`src/rtl/sample_pkg.sv`:
```
// Shared types and defaults for the sample-latch / debounce datapath.
package sample_pkg;

    localparam int unsigned WidthDefault = 4;

    typedef enum logic {
        StStable   = 1'b0,
        StSettling = 1'b1
    } state_e;

    function automatic logic [7:0] sat_inc8(input logic [7:0] v);
        return (v == 8'hFF) ? v : v + 8'd1;
    endfunction

endpackage

```
`src/rtl/sample_debounce.sv`:
```
// Debounces a sampled word: a new value is accepted only after STABLE_CYCLES equal samples.
module sample_debounce
    import sample_pkg::*;
#(
    parameter int unsigned WIDTH         = WidthDefault,
    parameter int unsigned STABLE_CYCLES = 4
) (
    input  logic             clk,
    input  logic             rst_n,
    input  logic [WIDTH-1:0] din,
    output logic [WIDTH-1:0] dout,
    output logic             chg,
    output logic             busy,
    output logic [7:0]       chg_cnt
);

    localparam int unsigned   CntW    = $clog2(STABLE_CYCLES + 1);
    localparam logic [CntW-1:0] CntOne  = CntW'(1);
    localparam logic [CntW-1:0] CntLast = CntW'(STABLE_CYCLES - 1);

    state_e           state_q;
    logic [WIDTH-1:0] cand_q;
    logic [CntW-1:0]  cnt_q;
    logic [WIDTH-1:0] dout_q;
    logic             chg_q;
    logic             busy_q;
    logic [7:0]       chg_cnt_q;

    always_ff @(posedge clk or negedge rst_n) begin
        if (!rst_n) begin
            state_q   <= StStable;
            cand_q    <= '0;
            cnt_q     <= '0;
            dout_q    <= '0;
            chg_q     <= 1'b0;
            busy_q    <= 1'b0;
            chg_cnt_q <= 8'h00;
        end else begin
            chg_q <= 1'b0;
            case (state_q)
                StStable: begin
                    if (din != dout_q) begin
                        cand_q  <= din;
                        cnt_q   <= CntOne;
                        state_q <= StSettling;
                        busy_q  <= 1'b1;
                    end
                end
                StSettling: begin
                    if (din == cand_q) begin
                        if (cnt_q == CntLast) begin
                            dout_q    <= cand_q;
                            chg_q     <= 1'b1;
                            chg_cnt_q <= sat_inc8(chg_cnt_q);
                            cnt_q     <= '0;
                            state_q   <= StStable;
                            busy_q    <= 1'b0;
                        end else begin
                            cnt_q <= cnt_q + CntOne;
                        end
                    end else if (din == dout_q) begin
                        // Glitch fell back to the accepted value: abandon the candidate.
                        cnt_q   <= '0;
                        state_q <= StStable;
                        busy_q  <= 1'b0;
                    end else begin
                        // The new sample counts as the first of the restarted run.
                        cand_q <= din;
                        cnt_q  <= CntOne;
                    end
                end
                default: begin
                    state_q <= StStable;
                    busy_q  <= 1'b0;
                end
            endcase
        end
    end

    assign dout    = dout_q;
    assign chg     = chg_q;
    assign busy    = busy_q;
    assign chg_cnt = chg_cnt_q;

`ifndef SYNTHESIS
    a_cnt_bound: assert property (@(posedge clk) disable iff (!rst_n) cnt_q <= CntLast);
    a_chg_single: assert property (@(posedge clk) disable iff (!rst_n) chg_q |=> !chg_q);
    a_busy_state: assert property (@(posedge clk) disable iff (!rst_n)
        busy_q == (state_q == StSettling));
`endif

endmodule

```
`config.mk`:
```
export PLATFORM = sky130hd
export DESIGN_NAME = sample_debounce
export DESIGN_NICKNAME = d
export VERILOG_FILES = /design/src/rtl/sample_pkg.sv /design/src/rtl/sample_debounce.sv
export SDC_FILE = /design/constraint.sdc
export NUM_CORES = 1
export LEC_CHECK = 0
export CAP_MARGIN = 20
export CORE_ASPECT_RATIO = 1.5
export CORE_MARGIN = 2
export CORE_UTILIZATION = 40
export CTS_CLUSTER_SIZE = 40
export DETAILED_ROUTE_END_ITERATION = 10
export GPL_ROUTABILITY_DRIVEN = 0
export SLEW_MARGIN = 5
export SYNTH_ARGS = -nofsm -noshare
export SYNTH_HDL_FRONTEND = slang
export SYNTH_SLANG_ARGS = --single-unit
```
`constraint.sdc`:
```
create_clock -name clk -period 1.85 [get_ports clk]
set_input_delay 0.2775 -clock clk [delete_from_list [all_inputs] [get_ports clk]]
set_output_delay 0.2775 -clock clk [all_outputs]
set_load 0.005 [all_outputs]
```
## Yosys cells after proc, flatten, opt, wreduce, memory -nomap -nowiden

Cells that the tools add are included.

| operators by class | value |
|---|---|
| add/sub/neg operators | 2 |
| multipliers | 0 |
| div/mod/pow operators | 0 |
| $lt $le $gt $ge | 0 |
| equality and inequality tests | 10 |
| shifts and indexed selects | 0 |
| multiplexer cells | 22 |
| bitwise operators | 2 |
| reduce and logical (&&, ||, !) cells | 4 |

Operators with widths:

| cell | count |
|---|---|
| $mux 1 | 12 |
| $mux 4 | 3 |
| $mux 3 | 3 |
| $reduce_and 3->1 | 3 |
| $add 8x1->8 const B | 1 |
| $eq 4x4->1 | 2 |
| $eq 8x8->1 const B | 1 |
| $pmux 4 s2 | 1 |
| $ne 2x2->1 const B | 3 |
| $pmux 3 s2 | 1 |
| $ne 4x4->1 | 1 |
| $pmux 1 s2 | 2 |
| $reduce_and 4->1 | 1 |
| $add 3x1->3 const B | 1 |
| $eq 3x2->1 const B | 1 |
| $ne 3x1->1 const B | 1 |
| $ne 3x2->1 const B | 1 |
| $not 1->1 | 2 |

| storage, ports and cells | value |
|---|---|
| register bits after elaboration | 22 |
| latch bits | 0 |
| bits in writable memories | 0 |
| bits in read-only memories | 0 |
| input port bits | 6 |
| output and inout port bits | 14 |
| logic and storage cells | 47 |
| memories | 0 |

## Longest topological paths before layout

| depth | value |
|---|---|
| word-level depth | 4 |
| gate-level depth with buffers | 6 |
| gate-level depth less buffers | 6 |

## Worst setup path after synthesis

OpenSTA, ideal clock, no wires.

| timing | value |
|---|---|
| path type | register to register |
| start point | reg cnt_q[0] |
| end point | reg chg_cnt_q[1] (netlist: chg_cnt[1]) |
| setup time | 0.125 ns |
| arrival time | 1.542 ns |
| data required time | 1.725 ns |
| setup slack | 0.184 ns |
| stages on the path, launching flop included | 6 |
| cell sequence | dfrtp_1 > ha_1 > nor2b_1 > nand4_2 > nor3_4 > mux2_2 |

| on the way | value |
|---|---|
| cells in the longest elaborated chain, start to end | 2 |

RTL lines:

| what | line | text |
|---|---|---|
| start: declaration | sample_debounce.sv:23 | `logic [CntW-1:0] cnt_q;` |
| start signal: assignment | sample_debounce.sv:44 | `cnt_q <= CntOne;` |
| start signal: assignment | sample_debounce.sv:59 | `cnt_q <= cnt_q + CntOne;` |
| start signal: assignment | sample_debounce.sv:69 | `cnt_q <= CntOne;` |
| $eq 3x2->1 | sample_debounce.sv:51 | `if (cnt_q == CntLast) begin` |
| $reduce_and 4->1 (no source line) | n/a |  |
| end signal: assignment | sample_debounce.sv:54 | `chg_cnt_q <= sat_inc8(chg_cnt_q);` |
| end: declaration | sample_debounce.sv:27 | `logic [7:0] chg_cnt_q;` |

Every way passes these cells.
A chain may end at the register's enable or synchronous reset.

## Worst setup path in the final report

| timing | value |
|---|---|
| start point | reg cnt_q[0] |
| end point | reg chg_cnt_q[3] (netlist: chg_cnt[3]) |

Same word-level chain as after synthesis.

==> reports/qor_table.md <==
| Item | Value |
|:---|:---|
| Outcome | completed |
| Slew HR | 79.9% |
| Count of input and output buffers | 19 |
| Setup Buffers After CTS | 0 |
| Overall die height | 67.0 um |
| Number of violations reported at the end of detailed-routing iteration 0 | 16 |
| Cell area after placement | 1340 um2 |
| Initial core utilization | 42.8% |
| Setup slack on the worst flop-to-flop path | 0.15 ns |
| Number of buffers between clock root and the deepest sink | 2 |
| Number of sinks handled by clock tree synthesis | 22 |
| Share of total power in sequential cells | 48.5% |
| Number of global-route vias before repair | 712 |
| Post-synthesis cell type count | 30 |
| Mean instance size in the synthesized netlist | 12.9 um2 |
| Remaining routing DRC violations | 0 |
| Register cell area after layout | 551 um2 |
| Multi-input logic area | 493 um2 |
| Sequential area share after synthesis | 51.9% |
| Share of post-route cells with drive strength above 1 | 28.9% |
| Width of the die | 46.0 um |
| R2r endpoint | chg_cnt[3] |
| Final #Nets | 123 |
| Arrival time worst endpoint | 1.91 ns |
| Filler instances | 226 |
| Portion of the clock cycle consumed by the worst path in the final layout | 91.7% |
| Static leakage | 0.650 nW |
| Final setup violation count | 0 |
| Antenna fix cells | 0 |
| Max-capacitance violation count | 0 |
| Register-to-Register Path Depth | 7 |
| Row cnt | 22 |
| TritonCTS Buffers | 3 |
| Critical path's largest stage delay | 0.40 ns |
| Count of pins on the block boundary | 20 |
| Required time of the critical path | 2.07 ns |
| Fraction of power consumed by combinational cells | 20.5% |
| Wire length of the first global-routing pass | 3060 um |
| Insertion delay to the later sink of the worst-skew pair | 0.32 ns |
| Setup repair after global routing missed its margin | false |
| GRT Overall Usage | 14.3% |
| Clock tree from TritonCTS | done |
| CTS H-tree depth | 1 |
| Final core utilization | 56.5% |
| Area of the placeable core | 2480 um2 |
| Total Power Consumption | 1.19 mW |
| WP buf/inv | 1 |
| Internal Pwr Total | 0.896 mW |
| Sw Share | 24.6% |
| Root buf cell | sky130_fd_sc_hd__clkbuf_4 |
| Smallest setup slack after layout | 0.154 ns |
| Syn_nets | 90 |
| Crit path max fanout | 4 |
| Number of warnings issued by yosys | 0 |
| Detail Route Antenna Nets | 0 |
| Hold-fix buffers at CTS | 0 |
| Max Freq | 590 MHz |
| Post-route cell area | 1400 um2 |
| Kind of path behind the tightest hold check | input port to async pin |
| Hold Vio Cnt, Final | 0 |
| Share of total power in the clock network | 30.9% |
| DIE AREA | 3090 um2 |
| Number of cells after detailed placement | 134 |
| Worst reg2reg path startpoint | cnt_q[0] |
| Clk_skew | 0.00525 ns |
| VDD IR-drop max | 0.726 mV |
| Crit path time final | 1.70 ns |
| Signed area change from the synthesized netlist to the final layout | 32.0% |
| Transition time of the tightest slew-check pin | 0.301 ns |
| Vias per Instance | 5.16 |
| Routed wire length | 1880 um |
| Crit Path Category | flop to flop |
| Chain of cells forming the critical path | ha_1 > nor2b_2 > nand4_2 > nor3_4 > buf_4 > nand4_1 > xnor2_1 |
| Total overflow reported by the global router | 0 |
| Startpoint types | flop |
| Largest net degree at the start of global routing | 23 |
| Post-Synthesis Cells | 82 |
| Post-synthesis register bit count | 22 |
| Worst path top cell family by delay | simple AND/OR/NAND/NOR gates |
| Antenna violations before repair | 0 |
| Total half-perimeter wirelength after legalization and detailed placement | 1420 um |
| Type of element capturing the critical path | flop |
| Total via count in the routed design | 712 |
| Max-slew violation count | 0 |
| Post-Layout Cell Count | 138 |
| Detail-routed net length per standard cell | 13.6 um |
| Power per unit of standard cell area | 849 nW/um2 |
| Sw power | 0.292 mW |
| Setup slack after placement | -0.110 ns |
| Combined area of all synthesized cells | 1060 um2 |
| Detailed-router iteration count before antenna repair | 4 |
| Clock transition at path regs | 0.12 ns |
| Critical-path top delay cell | sky130_fd_sc_hd__dfrtp_1 |
==> cell usage in the layout, fill, tap and decap left out, drive strengths merged <==
master,instances
bufinv,1
dfrtp,22
nand3,4
o21a,1
ha,2
mux2,9
buf,10
o311ai,1
inv,2
xnor2,9
a21oi,2
xor2,5
nor2,4
a22o,1
nand2b,2
nor2b,1
nand4,4
and3,3
and4,2
nand2,3
or2,1
nor4,1
nor3,2
clkdlybuf4s50,19
clkbuf,3
==> worst reg2reg max path: cells and delay by family, from the launching register on <==
family                     cells  cell delay [ns]
xor gates and xnor gates       1             0.14
adders and majority gates      1             0.17
buffers and inverters          1             0.16
DFF                            1             0.40
and+or+nand+nor                4             0.71
==> through the flow <==
stage / hold slack [ns] / TNS, ns
global placement: 0.480 / -0.882
finish: 0.291 / 0
global route: 0.283 / 0
CTS: 0.279 / 0
detailed placement: 0.489 / -1.23
floorplan: -0.0181 / 0
==> timing repair <==
| action | CTS | global route |
|---|---|---|
| gates resized for setup | 0 | 1 |
| endpoints found under the hold margin | 0 | 0 |
| endpoints found under the setup margin | 0 | 7 |
==> power groups by stage <==
stage / Sequential, mW / Combinational (mW) / Clock, mW
final: 0.576 / 0.244 / 0.367
after global routing: 0.586 / 0.273 / 0.408
after floorplan: 0.583 / 0.120 / 0
after detailed placement: 0.587 / 0.249 / 0
after global placement: 0.586 / 0.244 / 0
after CTS: 0.577 / 0.249 / 0.388
==> cells in the mapped netlist <==
master | number | area [um2]
sky130_fd_sc_hd__nor2b_1 | 1 | 6.26
sky130_fd_sc_hd__and3_1 | 2 | 12.5
sky130_fd_sc_hd__nand3_2 | 1 | 10.0
sky130_fd_sc_hd__o311ai_1 | 1 | 8.76
sky130_fd_sc_hd__ha_1 | 2 | 25.0
sky130_fd_sc_hd__nor4_4 | 1 | 21.3
sky130_fd_sc_hd__and3_2 | 1 | 7.51
sky130_fd_sc_hd__nand2b_1 | 2 | 12.5
sky130_fd_sc_hd__inv_1 | 2 | 7.51
sky130_fd_sc_hd__and4_4 | 1 | 11.3
sky130_fd_sc_hd__xor2_1 | 5 | 43.8
sky130_fd_sc_hd__o21a_1 | 1 | 7.51
sky130_fd_sc_hd__xnor2_2 | 1 | 16.3
sky130_fd_sc_hd__nand3_1 | 3 | 15.0
sky130_fd_sc_hd__nand4_2 | 1 | 12.5
sky130_fd_sc_hd__nand4_1 | 3 | 18.8
sky130_fd_sc_hd__and4_2 | 1 | 10.0
sky130_fd_sc_hd__nor3_4 | 1 | 16.3
sky130_fd_sc_hd__or2_1 | 1 | 6.26
sky130_fd_sc_hd__nor3_2 | 1 | 10.0
sky130_fd_sc_hd__a22o_1 | 1 | 8.76
sky130_fd_sc_hd__nand2_1 | 3 | 11.3
sky130_fd_sc_hd__nor2_1 | 3 | 11.3
sky130_fd_sc_hd__mux2_2 | 8 | 90.1
sky130_fd_sc_hd__buf_6 | 1 | 11.3
sky130_fd_sc_hd__a21oi_1 | 2 | 10.0
sky130_fd_sc_hd__nor2_2 | 1 | 6.26
sky130_fd_sc_hd__dfrtp_1 | 22 | 551
sky130_fd_sc_hd__mux2_1 | 1 | 11.3
sky130_fd_sc_hd__xnor2_1 | 8 | 70.1
==> routing by layer <==
layer,vias up,wire [um],track usage [%]
met5,-,0,0
met4,0,63,10.7
met3,5,68,1.90
met2,15,939,22.7
met1,341,807,16.6
li1,351,-,-
==> worst max path at each step <==
stage	start	to	slack [ns]	cells past startpoint
4_1_cts	cnt_q[0]	chg_cnt[3]	0.05	7
2_1_floorplan	cnt_q[0]	chg_cnt[1]	0.18	5
3_3_place_gp	din[3]	chg_cnt[3]	-0.1	7
5_1_grt	cnt_q[0]	chg_cnt[4]	0.04	7
6_report	cnt_q[0]	chg_cnt[3]	0.15	7
3_5_place_dp	din[3]	chg_cnt[3]	-0.11	7
==> flip-flops by register name, indices dropped and copies added, names as in the netlist <==
register / count
chg_cnt: 8
cand_q: 4
dout: 4
cnt_q: 3
busy: 1
chg: 1
state_q: 1
==> cells by family (layout without fill, tap and decap cells) <==
kind of cell    Yosys count  count (layout)  synth area share, %
simple gates             27              27                 18.8
xor+xnor                 14              14                 12.3
compound gates            5               5                 3.31
buf+inv                   3              35                 1.77
flops                    22              22                 51.9
fa+ha+maj                 2               2                 2.36
mux                       9               9                 9.56
==> area by class of cell <==
class,instances,area share [%]
timing repair buffer,29,19.0
clock inverter,1,2.15
multi-input combinational,57,35.2
tap,24,2.15
sequential,22,39.4
clock buffer,3,1.61
inverter,2,0.537
Note: power is estimated with default switching activity, not from simulation.
